`config.mk`:
```
export PLATFORM = sky130hd
export DESIGN_NAME = conv_tile_writeback
export DESIGN_NICKNAME = d
export VERILOG_FILES = /design/src/rtl/conv_tile_writeback.sv
export SDC_FILE = /design/constraint.sdc
export NUM_CORES = 1
export LEC_CHECK = 0
export BUFFER_PORTS_ARGS = -buffer_cell sky130_fd_sc_hd__buf_2
export CORE_AREA = 2 2 429 431
export DETAILED_ROUTE_END_ITERATION = 12
export DIE_AREA = 0 0 431 433
export RECOVER_POWER = 50
export SYNTH_ARGS = -nofsm -noshare
export SYNTH_HDL_FRONTEND = slang
export SYNTH_SLANG_ARGS = --single-unit
```
`constraint.sdc`:
```
create_clock -name clk -period 42.6 [get_ports clk]
set_clock_uncertainty 0.2 [all_clocks]
set_input_delay 2.13 -clock clk [delete_from_list [all_inputs] [get_ports clk]]
set_output_delay 2.13 -clock clk [all_outputs]
set_load 0.01 [all_outputs]
```
`src/rtl/conv_tile_writeback.sv`:
```
// Drains 8x8 result tiles into a raster-ordered image memory, one 16-bit pixel
// per write handshake, walking tiles left-to-right, top-to-bottom.
//
// state     | meaning
// IDLE      | waiting for start; tile_valid ignored
// WAIT_TILE | tile_ready high, waiting for the next result tile
// DRAIN     | writing tile_reg pixel k to memory
// DONE      | one-cycle done pulse, then back to IDLE
module conv_tile_writeback #(
    parameter int IMG_W   = 224,
    parameter int TILES_X = 27,
    parameter int TILES_Y = 27
) (
    input  logic          clk,
    input  logic          reset,
    input  logic          start,
    input  logic [31:0]   base_addr,
    input  logic          tile_valid,
    input  logic [1023:0] tile_data,
    output logic          tile_ready,
    output logic          wr_valid,
    output logic [31:0]   wr_addr,
    output logic [15:0]   wr_data,
    input  logic          wr_ready,
    output logic          busy,
    output logic          done
);
    localparam int TXW = (TILES_X > 1) ? $clog2(TILES_X) : 1;
    localparam int TYW = (TILES_Y > 1) ? $clog2(TILES_Y) : 1;
    localparam logic [TXW-1:0] TX_LAST  = TXW'(TILES_X - 1);
    localparam logic [TYW-1:0] TY_LAST  = TYW'(TILES_Y - 1);
    localparam logic [31:0]    LINE_STEP = 32'(IMG_W);
    localparam logic [31:0]    BAND_STEP = 32'(IMG_W * 8);

    typedef enum logic [1:0] {IDLE, WAIT_TILE, DRAIN, DONE} state_t;

    state_t          state, state_nxt;
    logic [1023:0]   tile_reg;
    logic [5:0]      k;
    logic [TXW-1:0]  tx;
    logic [TYW-1:0]  ty;
    logic [31:0]     row_base;   // address of pixel (0,0) of the current tile row
    logic [31:0]     tile_base;  // row_base + tx*8
    logic [31:0]     line_addr;  // tile_base + (k/8)*IMG_W

    logic last_pix, last_col, last_tile, wr_hs;

    assign last_pix  = (k == 6'd63);
    assign last_col  = (tx == TX_LAST);
    assign last_tile = last_col && (ty == TY_LAST);
    assign wr_hs     = (state == DRAIN) && wr_ready;

    always_ff @(posedge clk) begin
        if (reset) state <= IDLE;
        else       state <= state_nxt;
    end

    always_comb begin
        state_nxt  = state;
        tile_ready = 1'b0;
        wr_valid   = 1'b0;
        wr_addr    = 32'd0;
        wr_data    = 16'd0;
        busy       = 1'b0;
        done       = 1'b0;
        case (state)
            IDLE: begin
                if (start) state_nxt = WAIT_TILE;
            end
            WAIT_TILE: begin
                tile_ready = 1'b1;
                busy       = 1'b1;
                if (tile_valid) state_nxt = DRAIN;
            end
            DRAIN: begin
                wr_valid = 1'b1;
                busy     = 1'b1;
                wr_addr  = line_addr + {29'd0, k[2:0]};
                wr_data  = tile_reg[{k, 4'b0000} +: 16];
                if (wr_ready && last_pix) state_nxt = last_tile ? DONE : WAIT_TILE;
            end
            DONE: begin
                done      = 1'b1;
                state_nxt = IDLE;
            end
            default: state_nxt = IDLE;
        endcase
    end

    // Tile storage needs no reset: it is only read in DRAIN after a fresh load.
    always_ff @(posedge clk) begin
        if (state == WAIT_TILE && tile_valid) tile_reg <= tile_data;
    end

    always_ff @(posedge clk) begin
        if (reset) begin
            k         <= 6'd0;
            tx        <= '0;
            ty        <= '0;
            row_base  <= 32'd0;
            tile_base <= 32'd0;
            line_addr <= 32'd0;
        end else begin
            case (state)
                IDLE: begin
                    if (start) begin
                        tx        <= '0;
                        ty        <= '0;
                        row_base  <= base_addr;
                        tile_base <= base_addr;
                    end
                end
                WAIT_TILE: begin
                    if (tile_valid) begin
                        k         <= 6'd0;
                        line_addr <= tile_base;
                    end
                end
                DRAIN: begin
                    if (wr_hs) begin
                        k <= k + 6'd1;
                        if (k[2:0] == 3'd7) line_addr <= line_addr + LINE_STEP;
                        if (last_pix) begin
                            if (last_col) begin
                                tx        <= '0;
                                ty        <= ty + 1'b1;
                                row_base  <= row_base + BAND_STEP;
                                tile_base <= row_base + BAND_STEP;
                            end else begin
                                tx        <= tx + 1'b1;
                                tile_base <= tile_base + 32'd8;
                            end
                        end
                    end
                end
                default: ;
            endcase
        end
    end
endmodule

```
### Yosys cells after proc, flatten, opt, wreduce, memory -nomap -nowiden

Cells that the tools add are included.

* register bits: 1138
* bits of input ports: 1061
* output and inout port bits: 52
* logic and storage cells: 79

* add/subtract/negate cells: 7
* equality and inequality tests: 14
* shift operators: 1
* multiplexer cells: 36
* reduce and logical (&&, ||, !) cells: 13

Operator list (count)
* 1024-bit by 11-bit variable part select with 16-bit output: 1
* 32-bit two-way mux: 11
* 32-bit case mux with 2 select lines: 3
* 5-bit two-way mux: 7
* 32-bit by 11-bit adder with 32-bit output, second input constant: 1
* 32-bit by 3-bit adder with 32-bit output: 1
* 32-bit by 4-bit adder with 32-bit output, second input constant: 1
* 32-bit by 8-bit adder with 32-bit output, second input constant: 1
* 5-bit case mux with 2 select lines: 2
* 16-bit two-way mux: 1
* 6-bit two-way mux: 2
* 6-bit case mux with 2 select lines: 1
* 5-bit by 1-bit adder with 5-bit output, second input constant: 2
* 5-bit == test, second input constant: 2
* 2-bit inequality test, second input constant: 5
* 2-bit two-way mux: 4
* 2-bit case mux with 4 select lines: 1
* 4-bit AND reduction: 2
* 6-bit by 1-bit adder with 6-bit output, second input constant: 1
* 6-bit == test, second input constant: 1
* 3-bit AND reduction: 2
* 5-bit AND reduction: 1
* 2-bit == test, second input constant: 2
* 1-bit logical AND: 4
* 7 further kinds: 12

### Logic depth before layout (Yosys ltp)

Gate-level depths: netlist (run 1).

* depth in word-level cells: 5
* mapped depth: 10

### Worst setup path before layout (run 1)

OpenSTA, ideal clock, no wires.

* kind: input-to-reg
* start: in tile_valid
* end: reg line_addr[0]
* library setup time: 0.065 ns
* data arrival time: 23.649 ns
* data required time: 42.335 ns
* setup slack: 18.686 ns
* stages on the path: 5
* cells stage by stage: nand2_1 > inv_1 > and3_1 > a21oi_1 > nor2_1

* cells in the longest elaborated chain, start to end: 2

Ends and longest elaborated chain
* start, declared: line 18 `input logic tile_valid,`
* 2-bit inequality test (no line)
* 4-bit AND reduction (no line)
* end signal, assigned: line 116 `line_addr <= tile_base;`
* end signal, assigned: line 122 `if (k[2:0] == 3'd7) line_addr <= line_addr + LINE_STEP;`
* end, declared: line 44 `logic [31:0] line_addr;`

No other way between the ends.
A chain may end at the register's enable or synchronous reset.

### Final worst setup path (run 1)

* start: in tile_valid
* end: reg tile_reg[269], enable pin

* cells in the longest elaborated chain, start to end: 1

Ends and longest elaborated chain
* 1-bit logical AND: line 92 `if (state == WAIT_TILE && tile_valid) tile_reg <= tile_data;`
* end signal, assigned: line 92
* end, declared: line 38 `logic [1023:0] tile_reg;`

No other way between the ends.

==> impl_metrics.ini, run 1 <==
[critical_path]
regToRegSetupSlack_ps = 32900
cp_cell_sequence = clkbuf_1, nand2_1, clkinvlp_2, buf_4, buf_4, buf_4, buf_4
cp_slowest_cell = clkinvlp_2
arrival_ps = 10660
crit_start = tile_valid
crit_path_max_fanout = 117
startpoint_type = primary input
rr_startpoint = state[1]$_SDFFE_PP0P_
worstPathRequired_ps = 42740
cp_slowest_stage_delay_ps = 4180
crit_top_cell = buf_4
path_class = primary input to register
cp-end-kind = register

[power]
seqPwrFrac_pct = 49.4
p_leak_nw = 19.8
p_per_area_nw_per_um2 = 52.6
ir_drop_v = 0.0000364
p_sw_w = 0.000872
p_int_w = 0.00221
power_frac_clock_pct = 34.6
switching_share_pct = 28.3
combPwrFrac_pct = 15.9

[grt]
grt_pass1_vias = 30700
grt_pass1_wl_mm = 246
overflow = 0
grt_max_degree = 118
antenna_found_initial = 99
grt_util_all_layers_pct = 19.2

[placed_design]
dpl.cell_count = 6089
place_area_um2 = 54500
place_congestion = 0.920
hpwl_mm = 142
post-place-ws_ps = 34870
port_buffers = 1112

[clock_network]
cts_tree = built
clk_path_buf_depth = 3
post_cts_resized = 0
cts_made_buffers = 120
cts_hold_buffers = 0
clk_pin_slew_ps = 60
cts-root-buf = clkbuf_16
clkLatencyLatePin_ps = 790
cts.sinks = 1138
htree_levels = 3
post_cts_buffers = 0

[finish]
multiInputGateArea_um2 = 12500
stdcell_count = 6398
ff_latch_area_um2 = 33100
design_area_um2 = 58600
largest_reg_flops = 1024
fin_nets = 4905
syn_to_final_growth_pct = 26.6
drive_gt1_share_pct = 36.4
fillerInstances = 17900

[drt]
wl_per_cell_um = 29.1
ant_nets = 0
drt_iter0_drc = 3696
first_pass_iters = 6
routed-via-count = 31400
viasPerCell = 4.91
drc_errors = 0
finalWirelength_mm = 186

[floorplanning]
die_h_um = 433
initial_core_util_pct = 25.4
die_w_um = 431
dieArea_um2 = 187000
core_area_um2 = 182000
fp-row-count = 157
pin_count = 1113

[sta]
timing.fmax_ghz = 0.0951
relSlewSlack_pct = -279
timing.final.crit_share_pct = 24.7
hold_viol = 0
setup_viol = 0
rsz0062_at_grt = false
tightest_slew_ps = 5650
report.final.slew_viol_count = 118
setup_tns_ps = 0
min_period_ps = 10520
fin_ws_ps = 32080
worst_hold_slack_ps = 293

[synth]
synthMuxAreaShare_pct = 12.5
ys_seq_area_share_pct = 71.4
synth-adder-area-share_pct = 0.503
yosys_register_bits = 1138
synth_top_family_by_area = multiplexers
yosys_warnings = 0
syn_area_per_cell_um2 = 17.0
synthXorXnorAreaFrac_pct = 1.29
synth_compound_area_share_pct = 7.40
synth-async-reset-ratio_pct = 0
synthFlopType = edfxtp_1
syn_area_um2 = 46300
netlist-cell-type-count = 74
syn_nets = 3798
syn_inst = 2719
synth_simple_gate_area_share_pct = 5.11
synth_enable_flop_cells = 1024

[outcome]
outcome = finished with violations
violations = max-capacitance violations, max-slew violations

[hold_path]
hp-start = tile_base[2]$_SDFFE_PP0P_
hold_class = register to register

[flow_run]
drv_cap = 1
kinds of logic after synthesis:
family / after synthesis
flops: 1138
buf+inv: 197
fa+ha+maj: 18
compound gates: 510
xor+xnor: 68
mux: 303
simple gates: 485
placed cells by master, fill, tap and decap left out, drive strengths merged, types with 58 or more instances in the layout:
cell,Yosys,layout
diode,0,85
mux2i,84,84
clkbuf,94,299
buf,78,1004
nand2,116,116
nor2,141,141
dfxtp,114,114
o21ai,82,82
a22oi,94,94
edfxtp,1024,1024
a21oi,120,120
clkinv,1,58
mux4,219,219
worst paths after layout:
| path | cells after the start | to |
|---|---|---|
| setup / recovery | 7 | tile_reg[269]$_DFFE_PP_ |
| hold / removal | 2 | tile_base[2]$_SDFFE_PP0P_ |
| setup reg to reg | 8 | tile_reg[269]$_DFFE_PP_ |
| hold reg to reg | 2 | tile_base[2]$_SDFFE_PP0P_ |
Yosys cell counts (all sizes together), types with 12 or more instances:
library cell / count / share of area [%]
nand3: 45 / 0.49
o21ai: 82 / 0.89
nand4: 31 / 0.43
a21oi: 120 / 1.3
nor4: 13 / 0.22
clkbuf: 94 / 0.76
nand2: 116 / 0.94
a211oi: 36 / 0.59
dfxtp: 114 / 4.9
a22oi: 94 / 1.5
a22o: 12 / 0.23
nor2: 141 / 1.1
ha: 17 / 0.46
edfxtp: 1024 / 66
mux2i: 84 / 1.8
nor3: 39 / 0.45
nor2b: 22 / 0.30
mux4: 219 / 11
o22ai: 35 / 0.47
inv: 24 / 0.19
buf: 78 / 0.88
xnor2: 36 / 0.68
o221ai: 25 / 0.47
and2: 13 / 0.18
a31oi: 18 / 0.24
and3: 26 / 0.35
xor2: 32 / 0.61
cell type report:
type	instances	share of cell area (%)
diodes	85	0.363
clock buffers	146	5.38
clock inverters	78	1.45
inverters	25	0.162
multi-input cells	1384	21.3
flip-flops and latches	1138	56.4
well taps	2385	5.10
repair buffers	1157	9.82
power groups by stage:
stage          Sequential, W  Combinational [W]  Clock [W]
2_1_floorplan        0.00169           0.000313          0
3_3_place_gp         0.00153           0.000487          0
5_1_grt              0.00154           0.000536    0.00113
6_report             0.00152           0.000491    0.00107
4_1_cts              0.00152           0.000497    0.00109
3_5_place_dp         0.00154           0.000495          0
per-stage QoR:
step                power [W]  utilization [%]
CTS                   0.00310             32.2
floorplan             0.00200                -
global placement      0.00202             30.0
global route          0.00320             32.1
detailed placement    0.00203             30.0
finish                0.00308             32.2
layer usage:
| layer | vias to the layer above | wire [um] | part of all wire (%) | track usage, % |
|---|---|---|---|---|
| met4 | 18 | 6630 | 3.6 | 7.40 |
| met1 | 16100 | 67500 | 36 | 22.6 |
| li1 | 13400 | - | - | - |
| met2 | 1687 | 97000 | 52 | 34.0 |
| met5 | - | 120 | 0.064 | 0 |
| met3 | 264 | 15000 | 8.0 | 4.23 |
worst max-delay path, delay by kind of cell:
family	cells	cell delay (ps)
AND/OR/NAND/NOR	1	250
buffers and inverters	6	7980
(Power assumes the default switching activity.)
==> inputs of run 2 (changes only) <==
--- a/config.mk
+++ b/config.mk
@@ -6,9 +6,9 @@
 export NUM_CORES = 1
 export LEC_CHECK = 0
 export BUFFER_PORTS_ARGS = -buffer_cell sky130_fd_sc_hd__buf_2
-export CORE_AREA = 2 2 429 431
+export CORE_AREA = 2 2 433 435
 export DETAILED_ROUTE_END_ITERATION = 12
-export DIE_AREA = 0 0 431 433
+export DIE_AREA = 0 0 435 437
 export RECOVER_POWER = 50
 export SYNTH_ARGS = -nofsm -noshare
 export SYNTH_HDL_FRONTEND = slang
==> constraint.sdc (replaced) <==
create_clock -name clk -period 10.1 [get_ports clk]
set_clock_uncertainty 0.2 [all_clocks]
set_input_delay 0.505 -clock clk [delete_from_list [all_inputs] [get_ports clk]]
set_output_delay 0.505 -clock clk [all_outputs]
set_load 0.01 [all_outputs]
==> run 2 against run 1 <==
  * The run still ends with max-capacitance violations, max-slew violations left
  * Setup slack got worse by 28000 ps
  * Clock power grew to 4.4 times the previous value
  * Sequential power increased to 4.2 times the previous value
  * Final area rose by 18%
  * Register-to-register slack got worse by 29000 ps
  * Global-route usage rose by 1.8 points
  * Hold slack got worse by 190 ps
  * Via count up 16%
  * Die area is 1.9% higher
  * Wire length increased by 11%
  * Critical path depth unchanged
  * Utilization up 5.3 points
  * Critical path type is now register to output port
  * Critical endpoint is now wr_data[4]
  * Largest power group unchanged
==> impl_metrics.ini, run 2 (synthesis results as in run 1) <==
[drt]
finalWirelength_mm = 206
met3_length_mm = 18.1
top_layer = met5
routed-via-count = 36400
first_pass_iters = 6
wl_met1_mm = 72.6
drt_iter0_drc = 4292
wl_per_cell_um = 27.3
ant_nets = 0
dr_wl_met2_mm = 106
drc_errors = 0
viasPerCell = 4.83

[clock_network]
cts_tree = built
clk_path_buf_depth = 3
clkLatencyLatePin_ps = 770
cts-root-buf = clkbuf_16
cts.sinks = 1138
htree_levels = 4
clk_pin_slew_ps = 60
cts_made_buffers = 132

[sta]
setup_viol = 0
timing.final.crit_share_pct = 59.9
rsz0062_at_grt = false
hold_viol = 0
relSlewSlack_pct = -90.5
timing.fmax_ghz = 0.165
report.final.slew_viol_count = 161
tightest_slew_ps = 2860
min_period_ps = 6050

[critical_path]
cp_slowest_stage_delay_ps = 960
arrival_ps = 5340
worstPathRequired_ps = 9400
cp_cell_sequence = and2_2, nand2_1, o22ai_1, a2111oi_0, a21oi_1, a32o_1, buf_2
cp_slowest_cell = and2_2
crit_path_max_fanout = 34
startpoint_type = register
path_class = register to output port
cp-end-kind = output port
critPathTopFamily = compound AO/OA/AOI/OAI gates
cp_num_buf_inv = 1

[finish]
drive_gt1_share_pct = 28.2
syn_to_final_growth_pct = 49.9
final_core_util_pct = 37.5
design_area_um2 = 69400
fin_nets = 5971
largest_reg_flops = 1024
final_cell_mix = 1,054 x dlygate4sd3_1, 1,024 x edfxtp_1, 922 x buf_2, 219 x mux4_2, 212 x clkbuf_1
layout_commonest_cell = dlygate4sd3_1

[placed_design]
port_buffers = 1112
place_area_um2 = 54700
place_congestion = 0.930
hpwl_mm = 148

[grt]
antenna_found_initial = 92
overflow = 0
grt_pass1_wl_mm = 281
grt_max_degree = 184
grt_pass1_vias = 37500
grt_util_all_layers_pct = 21.0

[power]
finalPower_w = 0.0137
ir_drop_v = 0.000177
p_per_area_nw_per_um2 = 197
p_leak_nw = 24.2

[floorplanning]
dieArea_um2 = 190000
die_w_um = 435
fp-row-count = 158
initial_core_util_pct = 25.0
core_area_um2 = 185000
die_h_um = 437
pin_count = 1113

[flow_run]
drv_cap = 4

[outcome]
violations = max-capacitance violations, max-slew violations
outcome = finished with violations

[hold_path]
hold_class = primary input to register
-- run 2: path summary, 6_finish.rpt --
kind                                   from                   endpoint  cells past startpoint  slack (ps)
setup / recovery          k[3]$_SDFFE_PP0P_                 wr_data[4]                      7        4050
hold / removal                base_addr[26]  row_base[26]$_SDFFE_PP0P_                      4         100
setup reg to reg      state[1]$_SDFFE_PP0P_    tile_reg[690]$_DFFE_PP_                      6        4070
hold reg to reg   tile_base[0]$_SDFFE_PP0P_  tile_base[0]$_SDFFE_PP0P_                      2         300
-- run 2: cell type report --
cell class              instances  area, um^2
multi-input cells            1384       12500
clock buffers                 168        3530
diodes                         74         185
repair buffers               2211       16300
clock inverters                69         704
inverters                      25        95.1
fillers                     17300      116000
flip-flops and latches       1138       33100
well taps                    2480        3100
-- run 2: timing repair --
item / 4_1_cts / 5_1_grt
gates resized for setup: 0 / 0
buffers inserted: 0 / 0
endpoints found under the hold margin: 1099 / 0
hold buffers: 1054 / 0
-- run 2: worst register-to-register path, delay by kind of cell, from the launching register on --
| family | cells | cell delay, ps |
|---|---|---|
| fa+ha+maj | 1 | 380 |
| flops | 1 | 360 |
| simple gates | 1 | 290 |
| buf+inv | 4 | 4370 |
-- run 2: stage by stage --
stage | cells | TNS (ps) | setup WS (ps) | hold slack [ps]
finish | 7549 | 0 | 4050 | 103
global route | 7521 | 0 | 3630 | 71.5
CTS | 7475 | 0 | 3560 | 8.37
detailed placement | 6184 | 0 | 4440 | 289
global placement | 6184 | 0 | 4510 | 275
floorplan | 2719 | -6818540 | -6630 | 257
-- run 2: power by group --
part	switching [W]	total [W]	internal [W]	leakage, nW
clock network	0.00205	0.00476	0.00271	2.05
logic	0.00146	0.00246	0.00100	11.9
registers	0.000428	0.00645	0.00602	10.3
-- run 2: per-layer routing --
metal,vias to the layer above,GRT usage [%]
met1,18300,24.1
met3,436,5.34
met5,-,0
met2,2150,37.0
met4,28,8.92
li1,15500,-
